--- src/rtl/fifo_arb_pkg.sv ---
// Shared types and default sizing for the FIFO write-port arbiter.
package fifo_arb_pkg;

    typedef enum logic {IDLE, BURST} arb_state_t;

    localparam int DEF_NUM_REQ    = 4;
    localparam int DEF_DATA_WIDTH = 8;
    localparam int DEF_MAX_BURST  = 4;

endpackage

--- src/rtl/rr_select.sv ---
// Combinational round-robin picker: first set request bit at or after start, wrapping.
module rr_select
    import fifo_arb_pkg::*;
#(
    parameter int NUM_REQ = DEF_NUM_REQ
) (
    input  logic [NUM_REQ-1:0]         req,
    input  logic [$clog2(NUM_REQ)-1:0] start,
    output logic                       found,
    output logic [$clog2(NUM_REQ)-1:0] idx
);

    localparam int IDX_W = $clog2(NUM_REQ);

    int unsigned      pos;
    logic [IDX_W-1:0] pos_idx;

    // Walk the request vector circularly from start and keep the first hit.
    always_comb begin
        found   = 1'b0;
        idx     = '0;
        pos     = 0;
        pos_idx = '0;
        for (int unsigned off = 0; off < NUM_REQ; off++) begin
            pos     = (32'(start) + off) % NUM_REQ;
            pos_idx = IDX_W'(pos);
            if (!found && req[pos_idx]) begin
                found = 1'b1;
                idx   = pos_idx;
            end
        end
    end

endmodule

--- src/rtl/fifo_wr_arbiter.sv ---
// Round-robin burst arbiter sharing the FIFO write port between NUM_REQ producers.
module fifo_wr_arbiter
    import fifo_arb_pkg::*;
#(
    parameter int NUM_REQ    = DEF_NUM_REQ,
    parameter int DATA_WIDTH = DEF_DATA_WIDTH,
    parameter int MAX_BURST  = DEF_MAX_BURST
) (
    input  logic                          wclk,
    input  logic                          w_rst,
    input  logic [NUM_REQ-1:0]            req_valid,
    input  logic [NUM_REQ*DATA_WIDTH-1:0] req_data,
    output logic [NUM_REQ-1:0]            req_ready,
    input  logic                          full,
    output logic                          w_en,
    output logic [DATA_WIDTH-1:0]         wdata,
    output logic [$clog2(NUM_REQ)-1:0]    grant_id,
    output logic                          busy
);

    localparam int IDX_W = $clog2(NUM_REQ);
    localparam int CNT_W = $clog2(MAX_BURST + 1);
    localparam logic [IDX_W-1:0] LAST_IDX  = IDX_W'(NUM_REQ - 1);
    localparam logic [CNT_W-1:0] BURST_LEN = CNT_W'(MAX_BURST);

    arb_state_t       state_q, state_d;
    logic [IDX_W-1:0] rr_ptr_q, rr_ptr_d;
    logic [IDX_W-1:0] grant_q, grant_d;
    logic [CNT_W-1:0] cnt_q, cnt_d, cnt_inc;
    logic [IDX_W-1:0] sel_idx, ptr_after;
    logic             sel_found;
    logic [DATA_WIDTH-1:0] data_arr [NUM_REQ];

    rr_select #(
        .NUM_REQ(NUM_REQ)
    ) u_rr_select (
        .req   (req_valid),
        .start (rr_ptr_q),
        .found (sel_found),
        .idx   (sel_idx)
    );

    // Unpack the flat requester data bus into one word per requester.
    always_comb begin
        for (int unsigned i = 0; i < NUM_REQ; i++) begin
            data_arr[i] = req_data[i*DATA_WIDTH +: DATA_WIDTH];
        end
    end

    // Port-side outputs: driven only in BURST and forced quiet while reset is asserted.
    always_comb begin
        req_ready = '0;
        w_en      = 1'b0;
        wdata     = '0;
        if (!w_rst && state_q == BURST) begin
            req_ready[grant_q] = !full;
            w_en               = req_valid[grant_q] & !full;
            wdata              = data_arr[grant_q];
        end
    end

    assign cnt_inc   = cnt_q + 1'b1;
    assign ptr_after = (grant_q == LAST_IDX) ? '0 : grant_q + 1'b1;

    // Next-state logic: grant on any request in IDLE, leave BURST on burst limit or withdrawal.
    always_comb begin
        state_d  = state_q;
        rr_ptr_d = rr_ptr_q;
        grant_d  = grant_q;
        cnt_d    = cnt_q;
        case (state_q)
            IDLE: begin
                if (sel_found) begin
                    grant_d = sel_idx;
                    cnt_d   = '0;
                    state_d = BURST;
                end
            end
            BURST: begin
                if (w_en) begin
                    cnt_d = cnt_inc;
                    if (cnt_inc == BURST_LEN) begin
                        state_d  = IDLE;
                        rr_ptr_d = ptr_after;
                    end
                end else if (!full && !req_valid[grant_q]) begin
                    state_d  = IDLE;
                    rr_ptr_d = ptr_after;
                end
            end
            default: state_d = IDLE;
        endcase
    end

    // State registers with synchronous active-high reset.
    always_ff @(posedge wclk) begin
        if (w_rst) begin
            state_q  <= IDLE;
            rr_ptr_q <= '0;
            grant_q  <= '0;
            cnt_q    <= '0;
        end else begin
            state_q  <= state_d;
            rr_ptr_q <= rr_ptr_d;
            grant_q  <= grant_d;
            cnt_q    <= cnt_d;
        end
    end

    assign busy     = (state_q == BURST);
    assign grant_id = grant_q;

endmodule

--- config.mk ---
export PLATFORM = sky130hd
export DESIGN_NAME = fifo_wr_arbiter
export DESIGN_NICKNAME = d
export VERILOG_FILES = /design/src/rtl/fifo_arb_pkg.sv /design/src/rtl/rr_select.sv /design/src/rtl/fifo_wr_arbiter.sv
export SDC_FILE = /design/constraint.sdc
export NUM_CORES = 1
export LEC_CHECK = 0
export BUFFER_PORTS_ARGS = -buffer_cell sky130_fd_sc_hd__buf_2
export CAP_MARGIN = 20
export CORE_MARGIN = 4
export CORE_UTILIZATION = 35
export CTS_CLUSTER_SIZE = 8
export DETAILED_ROUTE_END_ITERATION = 12
export HOLD_SLACK_MARGIN = 0.03
export PLACE_DENSITY = 0.77
export SLEW_MARGIN = 20
export SYNTH_ARGS = -nofsm -noshare
export SYNTH_HDL_FRONTEND = slang
export SYNTH_HIERARCHICAL = 1
export SYNTH_SLANG_ARGS = --single-unit
--- constraint.sdc ---
create_clock -name wclk -period 1.6 [get_ports wclk]
set_input_delay 0.32 -clock wclk [delete_from_list [all_inputs] [get_ports wclk]]
set_output_delay 0.32 -clock wclk [all_outputs]
set_load 0.05 [all_outputs]
# Word-level counts from Yosys, hierarchy flattened
# Cells that the tools add are included.
# totals
regBits	8
output_inout_bits	16
wordCells	79
# classes
n_addsub	5
order_cmp	7
eq_ne	5
mux	38
n_bitwise	4
n_reduce_logical	16
# ops
operator	n
$mux 8	3
$bmux 8 s2	1
$mux 2	8
$lt 2x3->1 const B	5
$mux 1	15
$bmux 1 s2	5
$logic_and 1x1->1	6
$logic_not 1->1	6
$mux 3	2
$pmux 3 s2	1
$add 2x1->2 const B	2
$add 2x2->2 const B	2
$and 4x4->4	1
$mux 4	1
$ne 2x2->1 const B	2
$reduce_and 2->1	2
$add 3x1->3 const B	1
$eq 3x3->1 const B	1
$ge 3x3->1 const B	1
$not 2->3	1
$reduce_and 3->1	1
$demux 1 s2	1
$eq 2x2->1 const B	1
$ge 2x1->1 const B	1
other kinds (5)	5

# Longest topological paths before layout
# Gate-level depths: netlist of run 1.
# depth
ltp_word	14
depth_mapped	6

# Cells and area by module
# The synthesis of run 1 kept the hierarchy.
# by_module_without_submodules
module	instances	cells_each	area_each_um2	seq_area_each_um2
fifo_wr_arbiter	1	74	733.2	160.2
rr_select	1	15	77.6	0.0

# Worst setup path before layout of run 1
# Ideal clock, no wire load.
# synth_timing
path_kind	register to output
start	register grant_q[0] (netlist: grant_id[0])
end	output port wdata[0]
t_arrival_ns	2.049
required_time_ns	1.280
setup_slack_ns	-0.769
stages_incl_launch_ff	4
path_buffers	1
cell_sequence	dfxtp_1 buf_2 mux4_2 nor2b_1
# synth_between
elab_chain_cells	5
# synth_lines
element	line	rtl
from (decl)	fifo_wr_arbiter.sv:28	logic [IDX_W-1:0] grant_q, grant_d;
from (signal assigned)	fifo_wr_arbiter.sv:105	grant_q <= grant_d;
$not 2->3 (implied by the code)	fifo_wr_arbiter.sv:58	wdata = data_arr[grant_q];
$bmux 8 s2	fifo_wr_arbiter.sv:58	
$mux 8 (implied by the code) (2 in series)	fifo_wr_arbiter.sv:58	
$mux 8	fifo_wr_arbiter.sv:55	if (!w_rst && state_q == BURST) begin
to (decl)	fifo_wr_arbiter.sv:16	output logic [DATA_WIDTH-1:0] wdata,
# No other way between the ends. The select of a mux whose other input is x is not followed.

# Final worst setup path of run 1
# layout_timing
start	register grant_q[0] (netlist: grant_id[0])
end	output port wdata[7]
# The elaborated chain is that of the path after synthesis.

==> results of run 1 <==
flip-flops by register name, summed over array words and instances, names as in the netlist:
name,cells
cnt_q,3
rr_ptr_q,2
busy,1
grant_id,2
what timing repair did:
| item | CTS | global route |
|---|---|---|
| setup endpoints to repair | 14 | 18 |
| buffers inserted | 3 | 4 |
| hold buffers | 0 | 0 |
| pin swaps | 1 | 2 |
| gates resized for setup | 32 | 5 |
cells by family after synthesis:
logic type               count (synthesis)
AND/OR/NAND/NOR                         37
multiplexers                            15
buffers and inverters                   12
AO/OA/AOI/OAI                           11
flip-flops                               8
adder cells (fa/ha/maj)                  6
cell type report:
cell class,instances,area (sq um)
tap,28,35.0
fill,162,718
timing repair buffer,71,528
multi-input combinational,69,699
sequential,8,171
clock buffer,4,26.3
inverter,9,33.8
metal layers:
layer | global-route usage, % | up-vias | wire length, um
met2 | 30.1 | 48 | 1370
met5 | 0 | - | 0
met1 | 17.3 | 430 | 990
li1 | - | 461 | -
met3 | 4.18 | 4 | 250
met4 | 5.42 | 0 | 19
critical path: stages, from the launching register on:
cell and delay (ns):
dfxtp_4 0.39, buf_12 0.12, mux4_2 0.50, nor2b_4 0.14, buf_6 0.14
path summary, 6_finish.rpt:
path	endpoint	slack [ns]
setup reg to reg	cnt_q[1]	-0.07
hold reg to reg	cnt_q[0]	0.49
hold / removal	busy	0.35
setup / recovery	wdata[7]	-0.29
synthesized netlist by cell type:
library cell / n
buf_1: 1
nand2b_1: 5
nand3_1: 1
and2_1: 4
nor2b_1: 11
buf_2: 1
ha_1: 6
o211ai_1: 1
a221o_1: 1
inv_2: 1
mux2i_1: 4
mux2_2: 1
or3_1: 1
nor3b_1: 2
dfxtp_1: 8
clkbuf_1: 1
a21oi_1: 6
mux2_1: 2
nor3_1: 3
o21ai_0: 1
o221ai_1: 1
mux4_2: 8
nand2_1: 2
inv_1: 8
nor2_1: 8
a311o_1: 1
placed cells by master, fill, tap and decap left out, drive strengths merged, types with 5 or more instances in the layout:
cell type,synthesis,layout
a21oi,6,6
buf,2,71
dfxtp,8,8
ha,6,6
inv,9,9
mux4,8,8
nand2b,5,5
nor2,8,8
nor2b,11,11
stage by stage:
stage | hold WS, ns | cells | TNS, ns | power (W)
CTS | 0.322 | 185 | -2.53 | 0.000749
global route | 0.361 | 189 | -3.61 | 0.000797
detailed placement | 0.476 | 178 | -0.401 | 0.000549
finish | 0.352 | 189 | -2.49 | 0.000759
global placement | 0.452 | 178 | -0.285 | 0.000539
floorplan | 0.440 | 89 | -0.882 | 0.000431
power groups by stage:
stage	clock, W	sequential, W	combinational, W
floorplan	0	0.000240	0.000190
global placement	0	0.000229	0.000310
detailed placement	0	0.000230	0.000318
CTS	0.000174	0.000222	0.000353
global route	0.000182	0.000222	0.000393
finish	0.000168	0.000221	0.000371
==> summary.txt, run 1 <==
Cells and area
  • Finished Cell Area: 1490 sq um
  • Layout cells sized above 1: 64.6%
  • Final core occ: 67.5%
  • # diodes: 0
  • Layout area overhead: 84.3%
  • Final net count: 207

Floorplanning
  • Die Wd: 56.1 um
  • Rows: 17
  • Die Y-Extent: 56.1 um
  • Die area: 3150 sq um
  • Core Area: 2210 sq um
  • Initial core utilization: 36.7%
  • # IOs: 55

Synth
  • Synthesis warning total: 6
  • Synth Area in Simple Gates: 25.2%
  • Synthesized flop and latch total: 8
  • Largest family of logic cells by synthesized area: multiplexers
  • Cell Area, Synth: 811 sq um
  • Netlist cell types: 26
  • Area leader, netlist: mux4_2
  • Dominant cells by area after synthesis: mux4_2, dfxtp_1, ha_1
  • Area share of fa/ha/maj cells after synthesis: 9.26%
  • Post-synthesis mux area share: 31.3%
  • Share of the synthesized area in the top cell type: 22.2%
  • Post-Synth XOR/XNOR Area: 0%
  • Synthesized netlist cell count: 89
  • Complex-gate fraction of the synthesized area: 8.80%
  • Post-Syn Nets: 134
  • Post-synthesis average cell area: 9.11 sq um
  • Register area share after synthesis: 19.8%

Worst setup path
  • Crit path required time: 1.28 ns
  • Reg2Reg Depth: 5
  • Worst Setup SP: grant_id[0]
  • Crit Path Max Fanout: 5
  • CP arrival: 1.57 ns
  • Critical path launch point type: flip-flop
  • Worst r2r src: grant_id[0]
  • Crit. End Element: primary output
  • Worst setup path class: flip-flop to primary output

Routing
  • Routed vias: 943
  • Drt drc: 0
  • Antenna Nets Post-Route: 0
  • Avg Vias per Cell: 4.99
  • Total wire length: 2630 um
  • Initial DRC count: 24
  • Pre-antenna DRT Iters: 4
  • Wire length per cell: 13.9 um

Clocking
  • Cts bufs inserted: 3
  • Clock latency on the worst-skew pair: 0.26 ns
  • CTS Root Cell: clkbuf_4
  • Deepest clock path buffer count: 2
  • CTS Sinks: 8
  • H-tree Lvls: 1
  • CTS tree: built
  • Worst-path clk slew: 0.06 ns

GRT
  • Largest net degree at the start of global routing: 9
  • Initial antenna violation count: 0
  • GRT Overall Usage: 16.1%
  • Global-route wire length before repair: 4150 um
  • Vias in the first global route: 952
  • Gr ovfl total: 0

Placement
  • Gp weighted congestion: 0.811
  • DP Wirelength: 2060 um
  • Dpl ws: -0.0752 ns
  • Placed inst area: 1300 sq um
  • PortBufs: 54

Timing
  • Final max-slew violation count: 0
  • Tmin final: 1.89 ns
  • PnR worst setup slack: -0.286 ns
  • Final hold violations: 0
  • Slew HR: 70.9%
  • Tcrit/Tclk final: 118%
  • Unrepaired setup endpoints after global routing: yes
  • Max frequency: 530 MHz
  • Worst slew pin tran: 0.436 ns
  • # setup viols final: 13
  • Final Skew: 0.0118 ns

Hold path
  • Hold WC Path Type: input pin to flip-flop
  • Hold-critical path depth: 2
  • Hold Crit Start: w_rst

Power
  • Logic pwr share: 48.9%
  • P_sw: 0.000260 W
  • Int Pwr: 0.000499 W
  • Flop pwr share: 29.0%
  • Worst IR Drop VDD: 0.379 mV
  • Pleak: 0.722 nW
  • Power per cell area: 508 nW/um^2
  • Clock network power share: 22.1%
  • Switching Share: 34.3%

Outcome
  • Status: finished, violations left
  • Violations in the final reports: negative setup slack

Run
  • Max-Cap Viols: 0
(Power assumes the default switching activity.)
==> run 2: changes to the inputs <==
--- a/config.mk
+++ b/config.mk
@@ -12,7 +12,7 @@
 export CTS_CLUSTER_SIZE = 8
 export DETAILED_ROUTE_END_ITERATION = 12
 export HOLD_SLACK_MARGIN = 0.03
-export PLACE_DENSITY = 0.77
+export PLACE_DENSITY = 0.72
 export SLEW_MARGIN = 20
 export SYNTH_ARGS = -nofsm -noshare
 export SYNTH_HDL_FRONTEND = slang
==> constraint.sdc (replaced) <==
create_clock -name wclk -period 1.6 [get_ports wclk]
set_input_delay 0.24 -clock wclk [delete_from_list [all_inputs] [get_ports wclk]]
set_output_delay 0.24 -clock wclk [all_outputs]
set_load 0.05 [all_outputs]
==> run 2 against run 1 <==
  * The flow still finishes with violations (negative setup slack)
  * Flip-flop and latch count unchanged
  * Sequential share of layout area increased by 0.39 points
  * Worst hold slack got worse by 0.039 ns
  * First-iteration DRC count decreased by 8.3%
  * Non-clock buffer count decreased by 2
  * Cell area decreased by 2.6%
  * Via count increased by 1.6%
  * Global-route usage increased by 0.43 points
  * Die area unchanged
  * Clock power about the same
  * Total power decreased by 1.9%
  * Critical path depth unchanged
  * Critical endpoint is now wdata[2]
  * Largest cell class unchanged
==> summary.txt, run 2 (synthesized netlist as in run 1, its figures left out) <==
GRT
  • Vias in the first global route: 967
  • Gr ovfl total: 0
  • Global-route wire length before repair: 4260 um
  • GRT Overall Usage: 16.5%
  • Largest net degree at the start of global routing: 17
  • Initial antenna violation count: 0

Worst setup path
  • Crit Path Max Fanout: 8
  • Crit path required time: 1.36 ns
  • Worst setup path class: flip-flop to primary output
  • Worst-path cell chain: buf_12 -> mux4_2 -> nor2b_4 -> buf_6
  • Delay-heaviest family, CP: multiplexers
  • Critical path launch point type: flip-flop
  • Crit. End Element: primary output
  • CP arrival: 1.54 ns
  • CP peak stage delay: 0.50 ns
  • Reg2Reg Depth: 5
  • Setup slack, reg-to-reg: -0.06 ns
  • FF-to-FF End: cnt_q[1]
  • Crit path max-delay cell type: mux4_2
  • CP bufs+invs: 2
  • Worst r2r src: grant_id[0]

Cells and area
  • Layout area overhead: 79.5%
  • Fillers: 168
  • Largest Register: cnt_q
  • Layout cells sized above 1: 66.0%
  • # diodes: 0
  • Flip-flop count of the largest register after layout: 3
  • Leading cell type in the layout, fill and taps excluded: buf_2
  • Non-filler cells in the finished layout: 187
  • Most frequent cells in the layout: buf_2, buf_4, buf_6
  • Final net count: 205
  • Finished Cell Area: 1460 sq um
  • Final core occ: 65.8%

Run
  • Max-Cap Viols: 0

Placement
  • Placed inst area: 1240 sq um
  • Gp weighted congestion: 0.854
  • Placed cells: 174
  • DP Wirelength: 2030 um
  • PortBufs: 54

Timing
  • Setup TNS: -1.65 ns
  • PnR worst setup slack: -0.183 ns
  • Tcrit/Tclk final: 111%
  • Final max-slew violation count: 0
  • Final Skew: 0.0119 ns
  • Unrepaired setup endpoints after global routing: yes
  • Max frequency: 561 MHz
  • Worst hold slack: 0.313 ns
  • # setup viols final: 12
  • Worst slew pin tran: 0.426 ns
  • Slew HR: 71.5%
  • Tmin final: 1.78 ns
  • Final hold violations: 0

Clocking
  • Worst-path clk slew: 0.06 ns
  • CTS tree: built
  • Hold-fix buffers at CTS: 0
  • Deepest clock path buffer count: 2
  • CTS Sinks: 8
  • Cts bufs inserted: 3
  • CTS Root Cell: clkbuf_4
  • H-tree Lvls: 1
  • Clock latency on the worst-skew pair: 0.25 ns

Power
  • Worst IR Drop VDD: 0.528 mV
  • Pleak: 0.699 nW
  • Power per cell area: 512 nW/um^2

Routing
  • Pre-antenna DRT Iters: 4
  • Total wire length: 2770 um
  • Routed vias: 958
  • Avg Vias per Cell: 5.12
  • Initial DRC count: 22
  • Antenna Nets Post-Route: 0
  • Drt drc: 0
  • Wire length per cell: 14.8 um

Hold path
  • Hold endpoint: grant_id[1]
  • Hold-critical path depth: 2
  • Hold WC Path Type: input pin to flip-flop
  • Hold Crit Start: w_rst

Floorplanning
  • Core Area: 2210 sq um
  • Initial core utilization: 36.7%
  • Rows: 17
  • Die area: 3150 sq um
  • # IOs: 55
  • Die Wd: 56.1 um
  • Die Y-Extent: 56.1 um

Outcome
  • Status: finished, violations left
  • Violations in the final reports: negative setup slack
run 2: power by group:
part	internal (W)	total, W	switching (W)	leakage, nW
Combinational	0.000184	0.000361	0.000177	0.617
Sequential	0.000207	0.000219	0.0000114	0.0676
Clock	0.0000954	0.000165	0.0000693	0.0150
run 2: layout make-up:
| type | instances | area (sq um) | share of cell area, % |
|---|---|---|---|
| flip-flops and latches | 8 | 173 | 11.9 |
| inverters | 9 | 33.8 | 2.32 |
| repair buffers | 69 | 484 | 33.3 |
| multi-input cells | 69 | 703 | 48.3 |
| well taps | 28 | 35.0 | 2.41 |
| clock buffers | 4 | 26.3 | 1.81 |
run 2: how the worst max path moves through the flow:
stage,start,to,slack [ns],cells past startpoint
final,grant_id[0],wdata[2],-0.18,4
after global routing,grant_id[0],w_en,-0.25,5
after CTS,grant_id[0],wdata[3],-0.20,4
after detailed placement,grant_id[0],cnt_q[1],-0.01,3
after global placement,grant_id[0],cnt_q[1],0.02,3
after floorplan,grant_id[0],cnt_q[1],-0.04,3
run 2: per-layer routing:
layer	wire [um]	global-route usage, %	vias up
li1	-	-	455
met3	250	3.94	2
met1	1080	19.3	445
met2	1420	30.1	56
met5	0	0	-
met4	13	4.07	0
run 2: per-stage QoR:
step                      worst slack, ns  power (W)
after floorplan                   -0.0425   0.000433
after global placement             0.0222   0.000526
after detailed placement         -0.00998   0.000534
after CTS                          -0.197   0.000729
after global routing               -0.250   0.000796
final                              -0.183   0.000745
run 2: what timing repair did:
item / 4_1_cts / 5_1_grt
pin swaps: 2 / 1
setup buffers: 4 / 5
resized for setup: 26 / 16
endpoints found under the setup margin: 14 / 17
hold endpoints to repair: 0 / 0
